--- src/rtl/triangle_classifier_pipe.sv ---
// triangle_classifier_pipe: three-stage valid/ready pipeline that classifies side triples as triangles
// Ports:
//   clk_i, rst_ni            clock (rising edge), asynchronous active-low reset
//   in_valid_i, in_ready_o   input handshake for the a_i/b_i/c_i side triple
//   a_i, b_i, c_i            unsigned side lengths, WIDTH bits
//   out_valid_o, out_ready_i output handshake
//   out_o                    1 = non-degenerate triangle
//   kind_o                   0 none, 1 equilateral, 2 isosceles, 3 scalene, 4 right
//   cnt_clr_i                synchronous clear of both statistics counters
//   cnt_total_o, cnt_tri_o   saturating counts of delivered results / delivered triangles
module triangle_classifier_pipe #(
  parameter int WIDTH     = 8,
  parameter int CNT_WIDTH = 16,
  parameter bit RIGHT_EN  = 1'b1
) (
  input  logic                 clk_i,
  input  logic                 rst_ni,
  input  logic                 in_valid_i,
  output logic                 in_ready_o,
  input  logic [WIDTH-1:0]     a_i,
  input  logic [WIDTH-1:0]     b_i,
  input  logic [WIDTH-1:0]     c_i,
  output logic                 out_valid_o,
  input  logic                 out_ready_i,
  output logic                 out_o,
  output logic [2:0]           kind_o,
  input  logic                 cnt_clr_i,
  output logic [CNT_WIDTH-1:0] cnt_total_o,
  output logic [CNT_WIDTH-1:0] cnt_tri_o
);
  localparam int SW = 2 * WIDTH + 1;
  logic                 en;
  logic [WIDTH-1:0]     p, q, lo_d, mid_d, hi_d;
  logic                 v1_q;
  logic [WIDTH-1:0]     lo1_q, mid1_q, hi1_q;
  logic [WIDTH:0]       sum_d;
  logic [2*WIDTH-1:0]   lo_sq, mid_sq, hi_sq;
  logic [SW-1:0]        sumsq_d;
  logic                 v2_q, eq_lm2_q, eq_mh2_q, lo_nz2_q;
  logic [WIDTH:0]       sum2_q;
  logic [WIDTH-1:0]     hi2_q;
  logic [SW-1:0]        sumsq2_q, hisq2_q;
  logic                 tri_d;
  logic [2:0]           kind_d;
  logic                 v3_q, out_q;
  logic [2:0]           kind_q;
  logic [CNT_WIDTH-1:0] total_q, tri_q;
  logic                 fire;
  // One global advance: every stage moves only when the output slot is free or being drained.
  assign en          = ~v3_q | out_ready_i;
  assign in_ready_o  = en;
  assign out_valid_o = v3_q;
  assign out_o       = out_q;
  assign kind_o      = kind_q;
  assign cnt_total_o = total_q;
  assign cnt_tri_o   = tri_q;
  assign fire        = v3_q & out_ready_i;
  // Three-element sort: order a/b, then slot c around that pair.
  always_comb begin
    p     = (a_i < b_i) ? a_i : b_i;
    q     = (a_i < b_i) ? b_i : a_i;
    lo_d  = (c_i < p) ? c_i : p;
    hi_d  = (c_i > q) ? c_i : q;
    mid_d = (c_i < p) ? p : ((c_i > q) ? q : c_i);
  end
  always_comb begin
    sum_d   = {1'b0, lo1_q} + {1'b0, mid1_q};
    lo_sq   = {{WIDTH{1'b0}}, lo1_q} * {{WIDTH{1'b0}}, lo1_q};
    mid_sq  = {{WIDTH{1'b0}}, mid1_q} * {{WIDTH{1'b0}}, mid1_q};
    hi_sq   = {{WIDTH{1'b0}}, hi1_q} * {{WIDTH{1'b0}}, hi1_q};
    sumsq_d = {1'b0, lo_sq} + {1'b0, mid_sq};
  end
  // Sorted sides make lo==hi equivalent to all three equal.
  always_comb begin
    tri_d  = (sum2_q > {1'b0, hi2_q}) & lo_nz2_q;
    kind_d = !tri_d                        ? 3'd0 :
             (eq_lm2_q & eq_mh2_q)         ? 3'd1 :
             (RIGHT_EN && sumsq2_q == hisq2_q) ? 3'd4 :
             (eq_lm2_q | eq_mh2_q)         ? 3'd2 : 3'd3;
  end
  always_ff @(posedge clk_i or negedge rst_ni) begin
    if (!rst_ni) begin
      v1_q     <= 1'b0;
      lo1_q    <= '0;
      mid1_q   <= '0;
      hi1_q    <= '0;
      v2_q     <= 1'b0;
      sum2_q   <= '0;
      hi2_q    <= '0;
      sumsq2_q <= '0;
      hisq2_q  <= '0;
      eq_lm2_q <= 1'b0;
      eq_mh2_q <= 1'b0;
      lo_nz2_q <= 1'b0;
      v3_q     <= 1'b0;
      out_q    <= 1'b0;
      kind_q   <= 3'd0;
    end else if (en) begin
      v1_q     <= in_valid_i;
      lo1_q    <= lo_d;
      mid1_q   <= mid_d;
      hi1_q    <= hi_d;
      v2_q     <= v1_q;
      sum2_q   <= sum_d;
      hi2_q    <= hi1_q;
      sumsq2_q <= sumsq_d;
      hisq2_q  <= {1'b0, hi_sq};
      eq_lm2_q <= lo1_q == mid1_q;
      eq_mh2_q <= mid1_q == hi1_q;
      lo_nz2_q <= lo1_q != '0;
      v3_q     <= v2_q;
      out_q    <= tri_d;
      kind_q   <= kind_d;
    end
  end
  // Clear wins over a same-cycle delivery; counts stick at all-ones.
  always_ff @(posedge clk_i or negedge rst_ni) begin
    if (!rst_ni) begin
      total_q <= '0;
      tri_q   <= '0;
    end else begin
      total_q <= cnt_clr_i ? '0 : (fire && ~&total_q) ? total_q + CNT_WIDTH'(1) : total_q;
      tri_q   <= cnt_clr_i ? '0 : (fire && out_q && ~&tri_q) ? tri_q + CNT_WIDTH'(1) : tri_q;
    end
  end
endmodule

--- config.mk ---
export PLATFORM = sky130hd
export DESIGN_NAME = triangle_classifier_pipe
export DESIGN_NICKNAME = d
export VERILOG_FILES = /design/src/rtl/triangle_classifier_pipe.sv
export SDC_FILE = /design/constraint.sdc
export NUM_CORES = 1
export LEC_CHECK = 0
export CAP_MARGIN = 15
export CORE_MARGIN = 4
export CORE_UTILIZATION = 45
export DETAILED_ROUTE_END_ITERATION = 16
export PLACE_DENSITY = 0.61
export SKIP_CTS_REPAIR_TIMING = 1
export SLEW_MARGIN = 30
export SYNTH_ARGS = -nofsm -noshare
export SYNTH_HDL_FRONTEND = slang
export SYNTH_SLANG_ARGS = --single-unit
export TNS_END_PERCENT = 100
--- constraint.sdc ---
create_clock -name clk_i -period 13 [get_ports clk_i]
set_input_delay 1.95 -clock clk_i [delete_from_list [all_inputs] [get_ports clk_i]]
set_output_delay 1.95 -clock clk_i [all_outputs]
set_load 0.02 [all_outputs]
## Yosys cells after proc, flatten, opt, wreduce, memory -nomap -nowiden

Index checks and enable logic that the tools add are counted.
W data, S select, Z words.

| storage, ports and cells | value |
|---|---|
| register bits after elaboration | 116 |
| input port bits | 29 |
| output and inout bits | 38 |
| word-level logic and storage cells | 61 |

| operators by class | value |
|---|---|
| add/sub/neg operators | 4 |
| $mul | 3 |
| order comparisons | 4 |
| equality and inequality tests | 3 |
| muxes and demuxes | 14 |
| bitwise operators | 6 |
| reduce and logical (&&, ||, !) cells | 10 |

Operators with widths:

| kind | count |
|---|---|
| $mux W16 | 4 |
| $mul A8 B8 Y16 | 3 |
| $mux W8 | 6 |
| $add A16 B1 Y16 const B | 2 |
| $reduce_and A16 Y1 | 2 |
| $add A16 B16 Y17 | 1 |
| $eq A17 B16 Y1 | 1 |
| $eq A8 B8 Y1 | 2 |
| $lt A8 B8 Y1 | 2 |
| $add A8 B8 Y9 | 1 |
| $gt A9 B8 Y1 | 1 |
| $mux W3 | 3 |
| $gt A8 B8 Y1 | 1 |
| $reduce_bool A8 Y1 | 1 |
| $reduce_bool A2 Y1 | 2 |
| $and A1 B1 Y1 | 3 |
| $logic_and A1 B1 Y1 | 3 |
| $logic_not A1 Y1 | 2 |
| $or A1 B1 Y1 | 2 |
| $mux W1 | 1 |
| $not A1 Y1 | 1 |

## Logic depth before layout (Yosys ltp)

| logic depth | value |
|---|---|
| depth in word-level cells | 5 |
| mapped depth | 22 |

## Worst setup path after synthesis

Ideal clock, no wire load.

| timing | value |
|---|---|
| path kind | reg-to-reg |
| from | register lo1_q[4] |
| to | register sumsq2_q[15] |
| arrival | 5.308 ns |
| data required time | 12.874 ns |
| setup slack | 7.567 ns |
| stages on the path, launching flop included | 19 |
| path buffers | 1 |
| period minus slack after synthesis | 5.433 ns |
| path through | dfrtp_1 > clkbuf_1 > nand2_1 > fa_1 > inv_1 > fa_1 > inv_1 > fa_1 > fa_1 > inv_1 > fa_1 > inv_1 > fa_1 > inv_1 > ha_1 > or4_1 > a21oi_1 > o31ai_1 > o311a_1 |

| on the way | value |
|---|---|
| longest elaborated chain between the ends | 2 |

Ends and longest elaborated chain:

| what | line | source |
|---|---|---|
| start, declared | 35 | `logic [WIDTH-1:0] lo1_q, mid1_q, hi1_q;` |
| start signal, assigned | 100 | `lo1_q <= lo_d;` |
| $mul A8 B8 Y16 | 68 | `lo_sq = {{WIDTH{1'b0}}, lo1_q} * {{WIDTH{1'b0}}, lo1_q};` |
| $add A16 B16 Y17 | 71 | `sumsq_d = {1'b0, lo_sq} + {1'b0, mid_sq};` |
| end signal, assigned | 106 | `sumsq2_q <= sumsq_d;` |
| end, declared | 42 | `logic [SW-1:0] sumsq2_q, hisq2_q;` |

Every way passes these cells.
A chain may end at the register's enable or synchronous reset.

## Final worst setup path

| timing | value |
|---|---|
| from | input port b_i[7] |
| to | register hi1_q[0] |

| on the way | value |
|---|---|
| longest elaborated chain between the ends | 4 |

Ends and longest elaborated chain:

| what | line | source |
|---|---|---|
| start, declared | 21 | `input logic [WIDTH-1:0] b_i,` |
| $lt A8 B8 Y1 | 61 | `q = (a_i < b_i) ? b_i : a_i;` |
| $mux W8 (*) | 61 |  |
| $gt A8 B8 Y1 | 63 | `hi_d = (c_i > q) ? c_i : q;` |
| $mux W8 (*) | 63 |  |
| end signal, assigned | 102 | `hi1_q <= hi_d;` |
| end, declared | 35 |  |

Every way passes the cells marked *; elsewhere a longest branch is shown, timed or not.

==> metrics list <==
- Post-detailed-routing wire length: approximately 27000 um
- The detailed router used layers up to and including met4.
- Met2 WL post-DR: between 10000 and 15000 um
* Synth Warn #: 0
* Setup Skew: 7.949 ps
* Setup_tns: 0 ps
- The total area inside the core boundary comes to ~25000 um^2.
- After filler insertion, the fill cell instance count of the layout stands at ~2400.
* Flip-flop cell with the highest count after synthesis: dfrtp_1
- Instance count of the mapped netlist: 1255
- Via total after detailed routing: between 8000 and 9000
* Number of buffers created by CTS: 17
- By area the synthesized netlist is led by dfrtp_1 24%, fa_1 18%, ha_1 13%.
- The first global-routing pass estimated ~45000 um of wire.
- Library cell used as clock root buffer: clkbuf_16
- The worst path in the final design needs a cycle of between 6000 and 7000 ps, including I/O delays and setup.
* Final count of negative-setup-slack endpoints: 0
* CTS HTree Levels: 4
- Result of the run: complete, no violations
- Once detail routing completed, the nets flagged for antenna violations numbered 0.
- Number of global-route vias before repair: 8633
* Clock latency at the later pin of the worst-skew pair: around 420 ps
- Period utilization: between 40 and 50%
* Multi-input logic area: between 7000 and 8000 um^2
* Cell with the most instances after synthesis: inv_1
* CP Class: input port to register
- Number of flops mapped to enable cells by yosys: 0
* Biggest area consumer among synthesized cells: dfrtp_1
* Post-synthesis net count: about 1500
- Max-slew violation count: 0
- The floorplan has between 50 and 60 rows.
- Final core utilization: 51.78%
- Antenna Cells: 0
- Die Span Y: 168.3 um
* Total length of routed met3 wires: 1056 um
- The tree built by TritonCTS fans out to 113 sinks.
- Cell Area, Synth: about 12000 um^2
- Post-DP HPWL: between 20000 and 25000 um
- Synthesis instantiated 72 different standard cells from the library.
* Flop and latch count out of synthesis: roughly 110
* Width of the die: approximately 170 um
- Syn Area/Cell: 9.213 um^2
* Number of search-and-repair iterations in the first detailed-routing pass: 5
* Type of the most critical hold path: register to register
- Entering global routing, the biggest net connects 88 pins.
* Ys async rst share: between 90% and 100%
- Measured against its own limit, the worst slew margin works out to between 40% and 50%.
- Share of cells above drive strength 1: about 4.9%
* Unrepaired setup endpoints after global routing: no
- The clock passes through at most 2 buffers.
- Dividing the detail-routed wire length by the instance count gives 16.52 um.
* Fraction of post-synthesis cell area in the top cell type by area: 24.46%
- Static timing analysis puts the maximum clock frequency at between 150 and 200 MHz.
- Worst EP required: roughly 13000 ps
- For this run, design rule violations remaining after detail routing come to 0.
* Minimum hold slack: between 400 and 500 ps
- Net count reported at finish: between 1500 and 2000
* Leading cell types by count after synthesis: 171 x inv_1, 122 x ha_1, 118 x nand2_1
- Post-route met1 wirelength: 12860 um
- For this configuration, the core starts out at a cell density of roughly 46%.
- CTS tree: yes
- STA classifies the critical path endpoint as a register.
- Sequential fraction of the synthesis area: 24.46%
* Data arrival time of the critical path: 6610 ps
- STA classifies the critical path startpoint as an input port.
- In the final layout, flip-flops and latches occupy 2828 um^2.
- 67 I/O pins were placed.
- The first routing iteration left between 400 and 500 violations.
- After clock tree synthesis, the clock-pin slew on the worst setup and hold paths is approximately 50 ps.
- Leftover overflow at the end of global routing: 0
- In this run the tool buffered the top-level ports with between 60 and 70 buffer cells.
- Max-cap violations: 0
- Floorplan die area: 28320 um^2
- Of all nets on the critical path, the largest fanout is 16.
- Average vias per placed instance: between 5 and 6
- The initial antenna violation count came to 0.
- Routability congestion estimate: 0.8741
- Total global-route track usage: slightly below 20%
- Area growth from synthesis to layout: 13.10%
- At the pin with the least slew margin, the transition time is roughly 900 ps.
- Number of endpoints with negative hold slack in the final report: 0
-- state kept, by name (all words and copies together) (netlist names) --
| signal | count |
|---|---|
| cnt_tri_o | 16 |
| hisq2_q | 14 |
| hi2_q | 8 |
| lo_nz2_q | 1 |
| mid1_q | 8 |
| sumsq2_q | 16 |
| hi1_q | 8 |
| out_o | 1 |
| eq_mh2_q | 1 |
| eq_lm2_q | 1 |
| lo1_q | 8 |
| kind_o | 3 |
| v1_q | 1 |
| cnt_total_o | 16 |
| sum2_q | 9 |
| v2_q | 1 |
| out_valid_o | 1 |
-- layout make-up --
| class | count | area share, % |
|---|---|---|
| sequential | 113 | 21.62 |
| clock inverter | 11 | 1.406 |
| inverter | 172 | 4.937 |
| multi-input combinational | 912 | 59.93 |
| timing repair buffer | 73 | 5.425 |
| tap | 330 | 3.157 |
| clock buffer | 21 | 3.521 |
-- metrics by stage --
step | area (um^2) | std cells | setup WS (ps)
floorplan | 11560 | 1255 | 7567
finish | 13080 | 1632 | 6651
global placement | 12430 | 1600 | 6330
global route | 13080 | 1632 | 6326
detailed placement | 12430 | 1600 | 6233
CTS | 13070 | 1632 | 6667
-- worst max-delay path, cell delays in order --
cell and delay [ps]:
clkdlybuf4s50_1 500, inv_1 50, ha_1 310, and4_1 230, o21ai_0 140, o21ai_2 710
mux2_2 450, inv_1 60, ha_1 220, nor2b_1 130, o2111a_2 260, a2111oi_4 560
or2_1 660, mux2i_1 280, a21oi_1 80
-- worst paths after layout --
kind,from,endpoint,slack (ps),cells after the start
worst max-delay path,b_i[7],hi1_q[0]$_DFFE_PN0P_,6650,15
worst min-delay path,v2_q$_DFFE_PN0P_,out_valid_o$_DFFE_PN0P_,470,1
worst max register to register,lo1_q[4]$_DFFE_PN0P_,sumsq2_q[12]$_DFFE_PN0P_,7060,19
worst min register to register,v2_q$_DFFE_PN0P_,out_valid_o$_DFFE_PN0P_,470,1
max in group asynchronous,rst_ni,hisq2_q[13]$_DFFE_PN0P_,10430,2
min in group asynchronous,rst_ni,cnt_total_o[12]$_DFFE_PN0P_,1510,1
-- layer usage --
layer / vias to the layer above / global-route usage (%)
met5: - / 0
met4: 0 / 4.093
met3: 15 / 2.700
met2: 167 / 32.81
met1: 4254 / 28.05
li1: 4245 / -
-- cell usage in the layout (no fill, tap or decap), types with 3 or more instances in the layout --
master           Yosys  final
fa_1               102    102
and4_1               6      6
nand2_1            118    118
nor2_1              86     86
mux2_2               6      6
nor2b_1              9      8
o21ai_0             40     40
a21oi_1             55     55
ha_1               122    122
and2_1              50     50
a211oi_1             6      6
and3_1              13     13
nand3_1             16     16
a31oi_1             11     11
o31ai_1             12     12
mux2_4               3      3
a21o_1              23     23
clkbuf_16            0     17
a221oi_1             3      3
buf_4                1      7
xor2_1              27     27
dfrtp_1            113    113
o21a_1              12     12
inv_1              171    171
xnor2_1             57     57
mux2i_1             19     19
a32o_1               3      3
nand2b_1             7      7
or3_1                5      5
nor3_1               9      9
clkdlybuf4s50_1      0     64
nand4_1             16     16
clkinv_2             0      5
o2111ai_1            9      9
nor3_2               4      4
o21bai_1            12     12
nor3b_1              3      3
bufinv_16            0      5
nor4_1              10     10
-- cells by family (layout without fill, tap and decap cells) --
kind of cell             Yosys count  in the layout  synth area share (%)
AO/OA/AOI/OAI                    210            210                 12.29
XOR/XNOR                          84             84                 6.363
adder cells (fa/ha/maj)          224            224                 30.86
buffers and inverters            230            277                 7.824
flip-flops                       113            113                 24.46
multiplexers                      28             28                 2.619
AND/OR/NAND/NOR                  366            366                 15.58
Power is not shown: default switching activity piles up to over one toggle a cycle in this logic, so the estimate is an artifact.
